File: config.mk
export PLATFORM = sky130hd
export DESIGN_NAME = scan_line_sequencer
export DESIGN_NICKNAME = d
export VERILOG_FILES = /design/src/rtl/scan_seq_pkg.sv /design/src/rtl/seq_interval_timer.sv /design/src/rtl/scan_line_sequencer.sv
export SDC_FILE = /design/constraint.sdc
export NUM_CORES = 1
export LEC_CHECK = 0
export ABC_CLOCK_PERIOD_IN_PS = 8200
export CAP_MARGIN = 0
export CORE_MARGIN = 2
export CORE_UTILIZATION = 40
export CTS_CLUSTER_SIZE = 10
export DETAILED_ROUTE_END_ITERATION = 16
export MAX_ROUTING_LAYER = met4
export PLACE_DENSITY = 0.58
export SETUP_SLACK_MARGIN = 0.4
export SYNTH_ARGS = -nofsm -noshare
export SYNTH_HDL_FRONTEND = slang
export SYNTH_SLANG_ARGS = --single-unit
File: constraint.sdc
create_clock -name clk_in -period 8.2 [get_ports clk_in]
set_input_delay 1.64 -clock clk_in [delete_from_list [all_inputs] [get_ports clk_in]]
set_output_delay 1.64 -clock clk_in [all_outputs]
set_load 0.005 [all_outputs]
File: src/rtl/scan_seq_pkg.sv
// Shared state encodings, focal-zone codes and the zone-to-code mapping for the scan line sequencer.
// Pure declarations: no latency, no flow control.
package scan_seq_pkg;

   localparam logic [2:0] ST_IDLE = 3'd0;
   localparam logic [2:0] ST_ENV  = 3'd1;
   localparam logic [2:0] ST_GAP  = 3'd2;
   localparam logic [2:0] ST_GATE = 3'd3;
   localparam logic [2:0] ST_LEND = 3'd4;

   localparam logic [1:0] ZONE0 = 2'b10;
   localparam logic [1:0] ZONE1 = 2'b11;
   localparam logic [1:0] ZONE2 = 2'b00;

   function automatic logic [1:0] zone_code(input logic [1:0] zone);
      logic [1:0] code;
      case (zone)
         2'd0:    code = ZONE0;
         2'd1:    code = ZONE1;
         default: code = ZONE2;
      endcase
      return code;
   endfunction

endpackage

File: src/rtl/seq_interval_timer.sv
// Loadable down-counter timing one sequencer phase; a zero length is run as one cycle.
// last is high in the final cycle of the loaded interval; last_nxt predicts it one cycle early.
module seq_interval_timer #(
   parameter int TIME_W = 16
) (
   input  logic              clk_in,
   input  logic              reset_n,
   input  logic              load,
   input  logic [TIME_W-1:0] load_val,
   output logic              last,
   output logic              last_nxt
);

   logic [TIME_W-1:0] count_q, count_d;

   always_comb begin
      count_d = count_q;
      if (load) begin
         count_d = (load_val == '0) ? TIME_W'(1) : load_val;
      end else if (count_q > TIME_W'(1)) begin
         count_d = count_q - TIME_W'(1);
      end
   end

   always_ff @(posedge clk_in) begin
      if (!reset_n) begin
         count_q <= '0;
      end else begin
         count_q <= count_d;
      end
   end

   assign last     = (count_q == TIME_W'(1));
   assign last_nxt = (count_d == TIME_W'(1));

endmodule

File: src/rtl/scan_line_sequencer.sv
// Per-frame envelop / rx_gate sequencer: one envelop pulse then one gate per focal zone, each line.
// Outputs registered, busy/envelop one cycle after start; no backpressure, stop ends after current line.
module scan_line_sequencer
   import scan_seq_pkg::*;
#(
   parameter int LINE_W = 8,
   parameter int TIME_W = 16
) (
   input  logic              clk_in,
   input  logic              reset_n,
   input  logic              start,
   input  logic              stop,
   input  logic [LINE_W-1:0] cfg_lines,
   input  logic [1:0]        cfg_zones,
   input  logic [TIME_W-1:0] cfg_env_len,
   input  logic [TIME_W-1:0] cfg_gap_len,
   input  logic [TIME_W-1:0] cfg_gate_len,
   output logic              busy,
   output logic              envelop,
   output logic              rx_gate,
   output logic [1:0]        focus_num,
   output logic [LINE_W-1:0] line_num,
   output logic              line_done,
   output logic              frame_done
);

   typedef struct packed {
      logic [LINE_W-1:0] lines;
      logic [1:0]        zones;
      logic [TIME_W-1:0] env_len;
      logic [TIME_W-1:0] gap_len;
      logic [TIME_W-1:0] gate_len;
   } cfg_t;

   logic [2:0]        state_q, state_d;
   cfg_t              cfg_q, cfg_d;
   logic [1:0]        zone_q, zone_d;
   logic [LINE_W-1:0] line_q, line_d;
   logic              stop_pend_q, stop_pend_d;
   logic              busy_q, busy_d, env_q, env_d, gate_q, gate_d;
   logic              line_done_q, line_done_d, frame_done_q, frame_done_d;
   logic [1:0]        focus_q, focus_d;
   logic              tmr_load, tmr_last, tmr_last_nxt, last_line;
   logic [TIME_W-1:0] tmr_val;

   seq_interval_timer #(.TIME_W(TIME_W)) u_timer (
      .clk_in   (clk_in),
      .reset_n  (reset_n),
      .load     (tmr_load),
      .load_val (tmr_val),
      .last     (tmr_last),
      .last_nxt (tmr_last_nxt)
   );

   assign last_line = (line_q == cfg_q.lines - LINE_W'(1));

   always_comb begin
      state_d     = state_q;
      cfg_d       = cfg_q;
      zone_d      = zone_q;
      line_d      = line_q;
      stop_pend_d = stop_pend_q | stop;
      tmr_load    = 1'b0;
      tmr_val     = cfg_q.gap_len;
      case (state_q)
         ST_IDLE: begin
            stop_pend_d = 1'b0;
            if (start) begin
               cfg_d.lines    = (cfg_lines == '0) ? LINE_W'(1) : cfg_lines;
               cfg_d.zones    = (cfg_zones == 2'd0) ? 2'd1 : cfg_zones;
               cfg_d.env_len  = cfg_env_len;
               cfg_d.gap_len  = cfg_gap_len;
               cfg_d.gate_len = cfg_gate_len;
               zone_d         = 2'd0;
               line_d         = '0;
               state_d        = ST_ENV;
               tmr_load       = 1'b1;
               tmr_val        = cfg_env_len;
            end
         end
         ST_ENV: begin
            if (tmr_last) begin
               state_d  = ST_GAP;
               tmr_load = 1'b1;
            end
         end
         ST_GAP: begin
            if (tmr_last) begin
               state_d  = ST_GATE;
               tmr_load = 1'b1;
               tmr_val  = cfg_q.gate_len;
            end
         end
         ST_GATE: begin
            if (tmr_last) begin
               tmr_load = 1'b1;
               if (zone_q == cfg_q.zones - 2'd1) begin
                  state_d = ST_LEND;
               end else begin
                  zone_d  = zone_q + 2'd1;
                  state_d = ST_GAP;
               end
            end
         end
         ST_LEND: begin
            // A stop seen in this very cycle still prevents the next line.
            if (tmr_last) begin
               if (last_line || stop_pend_q || stop) begin
                  state_d = ST_IDLE;
               end else begin
                  line_d   = line_q + LINE_W'(1);
                  zone_d   = 2'd0;
                  state_d  = ST_ENV;
                  tmr_load = 1'b1;
                  tmr_val  = cfg_q.env_len;
               end
            end
         end
         default: state_d = ST_IDLE;
      endcase
      if (state_d == ST_IDLE) begin
         stop_pend_d = 1'b0;
      end
   end

   // Strobes are registered from the next state so they line up with the state they describe.
   always_comb begin
      busy_d       = (state_d != ST_IDLE);
      env_d        = (state_d == ST_ENV);
      gate_d       = (state_d == ST_GATE);
      line_done_d  = (state_d == ST_LEND) && tmr_last_nxt;
      frame_done_d = line_done_d && last_line;
      focus_d      = focus_q;
      if (state_d == ST_ENV) begin
         focus_d = 2'b00;
      end else if (state_d == ST_GATE && state_q != ST_GATE) begin
         focus_d = zone_code(zone_q);
      end
   end

   always_ff @(posedge clk_in) begin
      if (!reset_n) begin
         state_q      <= ST_IDLE;
         cfg_q        <= '0;
         zone_q       <= 2'd0;
         line_q       <= '0;
         stop_pend_q  <= 1'b0;
         busy_q       <= 1'b0;
         env_q        <= 1'b0;
         gate_q       <= 1'b0;
         line_done_q  <= 1'b0;
         frame_done_q <= 1'b0;
         focus_q      <= 2'b00;
      end else begin
         state_q      <= state_d;
         cfg_q        <= cfg_d;
         zone_q       <= zone_d;
         line_q       <= line_d;
         stop_pend_q  <= stop_pend_d;
         busy_q       <= busy_d;
         env_q        <= env_d;
         gate_q       <= gate_d;
         line_done_q  <= line_done_d;
         frame_done_q <= frame_done_d;
         focus_q      <= focus_d;
      end
   end

   assign busy       = busy_q;
   assign envelop    = env_q;
   assign rx_gate    = gate_q;
   assign focus_num  = focus_q;
   assign line_num   = line_q;
   assign line_done  = line_done_q;
   assign frame_done = frame_done_q;

endmodule

### Word-level counts from Yosys, hierarchy flattened

Cells that the tools add are included.

* flip-flop bits (word level): 95
* bits of input ports: 62
* output and inout port bits: 15
* logic and storage cells: 96

* $add $sub $neg: 5
* $lt $le $gt $ge: 1
* equality and inequality tests: 18
* multiplexer cells: 34
* bitwise operators: 2
* reduce and logical (&&, ||, !) cells: 20

Operators by type and width (count)
* $mux 16: 7
* $pmux 16 s3: 1
* $eq 16x1->1 const B: 2
* $mux 8: 4
* $mux 3: 6
* $gt 16x1->1 const B: 1
* $logic_not 16->1: 1
* $pmux 8 s2: 1
* $sub 16x1->16 const B: 1
* $pmux 3 s5: 1
* $mux 2: 6
* $ne 2x2->1 const B: 5
* $eq 3x2->1 const B: 3
* $add 8x1->8 const B: 1
* $eq 8x8->1: 1
* $logic_not 8->1: 1
* $sub 8x1->8 const B: 1
* $eq 3x1->1 const B: 2
* $eq 3x3->1 const B: 2
* $logic_not 3->1: 2
* $pmux 2 s3: 1
* $reduce_and 6->1: 1
* $reduce_bool 3->1: 2
* $reduce_or 3->1: 2
* other kinds (17): 25

### Depth between registers and ports, before layout

* depth after elaboration: 13
* depth in mapped cells: 15
* gate-level depth less buffers: 12

### Cells and area by module

Synthesis repeated with hierarchy kept, for this count alone.

* cell total of the unflattened synthesis: 704
* area total of the unflattened synthesis: 5521.5 µm²

Modules (own cells, without submodules)
* scan_line_sequencer: times used 1, cells an instance 564, area each 4406.7 µm², sequential area each 1581.5 µm²
* seq_interval_timer: times used 1, cells an instance 140, area each 1114.8 µm², sequential area each 320.3 µm²

### Worst setup path before layout

OpenSTA, ideal clock, no wires.

* path kind: input -> register
* start point: input start
* end point: register frame_done_q, in the netlist frame_done
* setup time: 0.088 ns
* data arrival time: 3.993 ns
* data required time: 8.112 ns
* path slack: 4.120 ns
* stages: 11
* path buffers: 2
* cells stage by stage: clkbuf_1 -> buf_1 -> mux2i_1 -> o21ai_0 -> a21oi_1 -> nor2_1 -> a211oi_1 -> o2bb2ai_1 -> nor4bb_4 -> a311oi_2 -> nor4_2

* longest elaborated chain between the ends: 8
* elaborated cells on any way between the ends: 13
* classes of those cells: eq/ne (2); mux (8); reduce/logical (3)

RTL lines
* from (decl): line scan_line_sequencer.sv:11 `input logic start,`
* $mux 16: line scan_line_sequencer.sv:68 `if (start) begin`
* $pmux 16 s3: line scan_line_sequencer.sv:65 `case (state_q)`
* $logic_not 16->1: line seq_interval_timer.sv:19 `count_d = (load_val == '0) ? TIME_W'(1) : load_val;`
* $mux 16: line seq_interval_timer.sv:19
* $mux 16: line seq_interval_timer.sv:18 `if (load) begin`
* $eq 16x1->1: line seq_interval_timer.sv:34 `assign last_nxt = (count_d == TIME_W'(1));`
* $logic_and 1x1->1 (*): line scan_line_sequencer.sv:131 `line_done_d = (state_d == ST_LEND) && tmr_last_nxt;`
* $logic_and 1x1->1 (*): line scan_line_sequencer.sv:132 `frame_done_d = line_done_d && last_line;`
* to (signal assigned): line scan_line_sequencer.sv:164 `frame_done_q <= frame_done_d;`
* to (decl): line scan_line_sequencer.sv:41 `logic line_done_q, line_done_d, frame_done_q, frame_done_d;`

Mark *: on every way between the ends. The rest lies on a longest branch, timed or not.
A chain may end at the register's enable or synchronous reset.

### Worst setup path in the final report

Ends and elaborated chain as after synthesis.

==> impl_metrics.env <==
export IMPL_status="finished, final reports clean"
export IMPL_wl_um=17300
export IMPL_cts_root_buf="clkbuf_16"
export IMPL_post_cts_setup_buffer_count=0
export IMPL_fin_crit_sh_pct=56.3
export IMPL_cp_data_required_time_ps=8470
export IMPL_worstPathMaxFanout=20
export IMPL_holdBufCountCts=0
export IMPL_drt_iter0_markers=507
export IMPL_yosys_warnings=0
export IMPL_period_minus_slack_ps=4610
export IMPL_first_pass_iters=6
export IMPL_syn_area_um2=5620
export IMPL_multi_input_area_um2=3450
export IMPL_drcViolationCount=0
export IMPL_syn_avg_cell_area_um2=7.73
export IMPL_rows=43
export IMPL_ys_flop_type="dfxtp_1"
export IMPL_core_um2=13800
export IMPL_setup_violations_final=0
export IMPL_clock_sinks=95
export IMPL_netlist_instances=727
export IMPL_cts_made_buffers=9
export IMPL_syn2layout_area_growth_pct=20.0
export IMPL_maxSlewViolCount=0
export IMPL_rsz0062_at_grt="no"
export IMPL_cts_tree="done"
export IMPL_hpwl_um=12500
export IMPL_max_freq_ghz=0.217
export IMPL_vias_per_cell=5.72
export IMPL_grt_pass1_wl_um=27200
export IMPL_start_kind="input pin"
export IMPL_hold_violations=0
export IMPL_via_count=5441
export IMPL_fin_util_pct=48.7
export IMPL_track_usage_pct=24.3
export IMPL_cts_clk_slew_worst_paths_ps=70
export IMPL_pin_count=77
export IMPL_fp_dieW_um=123
export IMPL_antenna_left=0
export IMPL_avgRoutedWirePerCell_um=18.2
export IMPL_tightest_slew_ps=1130
export IMPL_synth_cell_type_count=81
export IMPL_endpoint_kind="flop"
export IMPL_drive_gt1_share_pct=8.16
export IMPL_arrival_ps=4880
export IMPL_power_density_nw_per_um2=198
export IMPL_hold_ws_ps=454
export IMPL_cts_resized=0
export IMPL_start_util_pct=40.6
export IMPL_cap_violations=0
export IMPL_fillers=1369
export IMPL_overflow=0
export IMPL_io_buffers=76
export IMPL_clk_latency_ps=350
export IMPL_synth_seq_cells=95
export IMPL_synth_nets=795
export IMPL_ys_top_cells_by_area="dfxtp_1 (34%), nand2_1 (10%), a21oi_1 (8.2%), nor2_1 (3.7%), xnor2_1 (2.8%)"
export IMPL_peakVddDrop_v=0.000102
export IMPL_synth_edf_count=0
export IMPL_gp_congestion=0.914
export IMPL_synth_area_leader_cell="dfxtp_1"
export IMPL_fin_skew_ps=4.68
export IMPL_fin_tns_setup_ps=0
export IMPL_async_flop_share_pct=0
export IMPL_cts_buffer_depth=2
export IMPL_antenna_cells=0
export IMPL_path_class="input pin to flop"
export IMPL_leakage_nw=2.50
export IMPL_die_area_um2=15000
export IMPL_grt_max_degree=52
export IMPL_synth_top_area_share_pct=33.8
export IMPL_seq_area_frac_synth_pct=33.8
export IMPL_finalNetCount=835
export IMPL_die_height_um=123
export IMPL_h_tree_depth=3
export IMPL_antenna_found_initial=0
export IMPL_min_path_type="flop to flop"
export IMPL_grt_pass1_vias=5169
export IMPL_ff_latch_area_um2=1900
export IMPL_slew_headroom_pct=24.5
## flip-flops by register name, summed over array words and instances (netlist names)
signal and flops:
rx_gate 1, line_done 1, state_q 3, cfg_q 58, busy 1, stop_pend_q 1, u_timer.count_q 16, focus_num 2
envelop 1, frame_done 1, line_num 8, zone_q 2
## Yosys cell counts, types with 10 or more instances
cell and number:
dfxtp_1 95, o21ai_0 27, mux2i_1 15, clkbuf_1 38, nor2_1 56, a211oi_1 13
inv_1 10, xnor2_1 18, a21oi_1 92, nand2_1 151, nor3_1 23, xor2_1 12
## routing by layer
layer / share of wire [%] / GRT usage (%) / vias to the layer above
met2: 46 / 37.9 / 197
met1: 45 / 31.2 / 2552
li1: - / - / 2651
met3: 6.2 / 3.95 / 41
met4: 3.1 / 10.2 / 0
met5: 0 / - / -
## cell type report
class	instances	share of cell area [%]
Clock buffer	11	3.75
Clock inverter	5	1.19
Inverter	11	0.613
Multi-Input combinational cell	570	51.2
Sequential cell	95	28.2
Tap cell	180	3.34
Timing Repair Buffer	80	11.7
## placed cells by master, fill, tap and decap left out, types with 5 or more instances in the layout
cell type        synthesis  layout
nand2_1                151     150
dfxtp_1                 95      95
a21oi_1                 92      92
clkdlybuf4s50_1          0      76
nor2_1                  56      56
o21ai_0                 27      27
nor3_1                  23      23
xnor2_1                 18      18
mux2i_1                 15      15
a211oi_1                13      13
xor2_1                  12      12
inv_1                   10      10
clkbuf_16                0       9
nor2b_1                  7       7
nand2b_1                 7       7
nand3_1                  7       7
and3_1                   7       7
ha_1                     6       6
or2_2                    5       5
o22ai_1                  5       5
o21a_1                   5       5
## worst max-delay path: stages
cell	delay (ps)
clkdlybuf4s50_1	1220
mux2_2	420
a221o_1	310
a21o_1	180
a21oi_1	210
o31ai_4	120
nor4_1	350
a311oi_2	170
nor4_2	260
## through the flow
stage	cell area [µm²]	cells	setup WS, ps	total power (W)
2_1_floorplan	5620	727	4120	0.000773
3_3_place_gp	6410	936	3310	0.000869
3_5_place_dp	6410	936	3280	0.000874
4_1_cts	6740	952	3650	0.00134
5_1_grt	6740	952	3500	0.00140
6_report	6740	952	3590	0.00134
## final timing paths
path | from | end | slack (ps) | cells past startpoint
min reg2reg | cfg_q[37]$_SDFFE_PN0P_ | cfg_q[37]$_SDFFE_PN0P_ | 450 | 2
max reg2reg | u_timer.count_q[0]$_SDFF_PN0_ | frame_done$_SDFF_PN0_ | 4210 | 10
min | cfg_q[37]$_SDFFE_PN0P_ | cfg_q[37]$_SDFFE_PN0P_ | 450 | 2
max | start | frame_done$_SDFF_PN0_ | 3590 | 9
## logic make-up (layout without fill, tap and decap cells)
family	after synthesis	in the layout	synth area share, %
AO/OA/AOI/OAI	209	209	25.2
adder cells (fa/ha/maj)	6	6	1.34
flip-flops	95	95	33.8
multiplexers	19	19	3.47
AND/OR/NAND/NOR	306	306	26.6
buffers and inverters	62	107	4.85
XOR/XNOR	30	30	4.68
## where the power goes
| group | leakage (nW) | total, W | switching [W] | internal [W] |
|---|---|---|---|---|
| clock network | 0.158 | 0.000466 | 0.000183 | 0.000283 |
| registers | 0.779 | 0.000536 | 0.0000404 | 0.000495 |
| logic | 1.57 | 0.000335 | 0.000192 | 0.000143 |
Power figures use the tool's default switching activity.
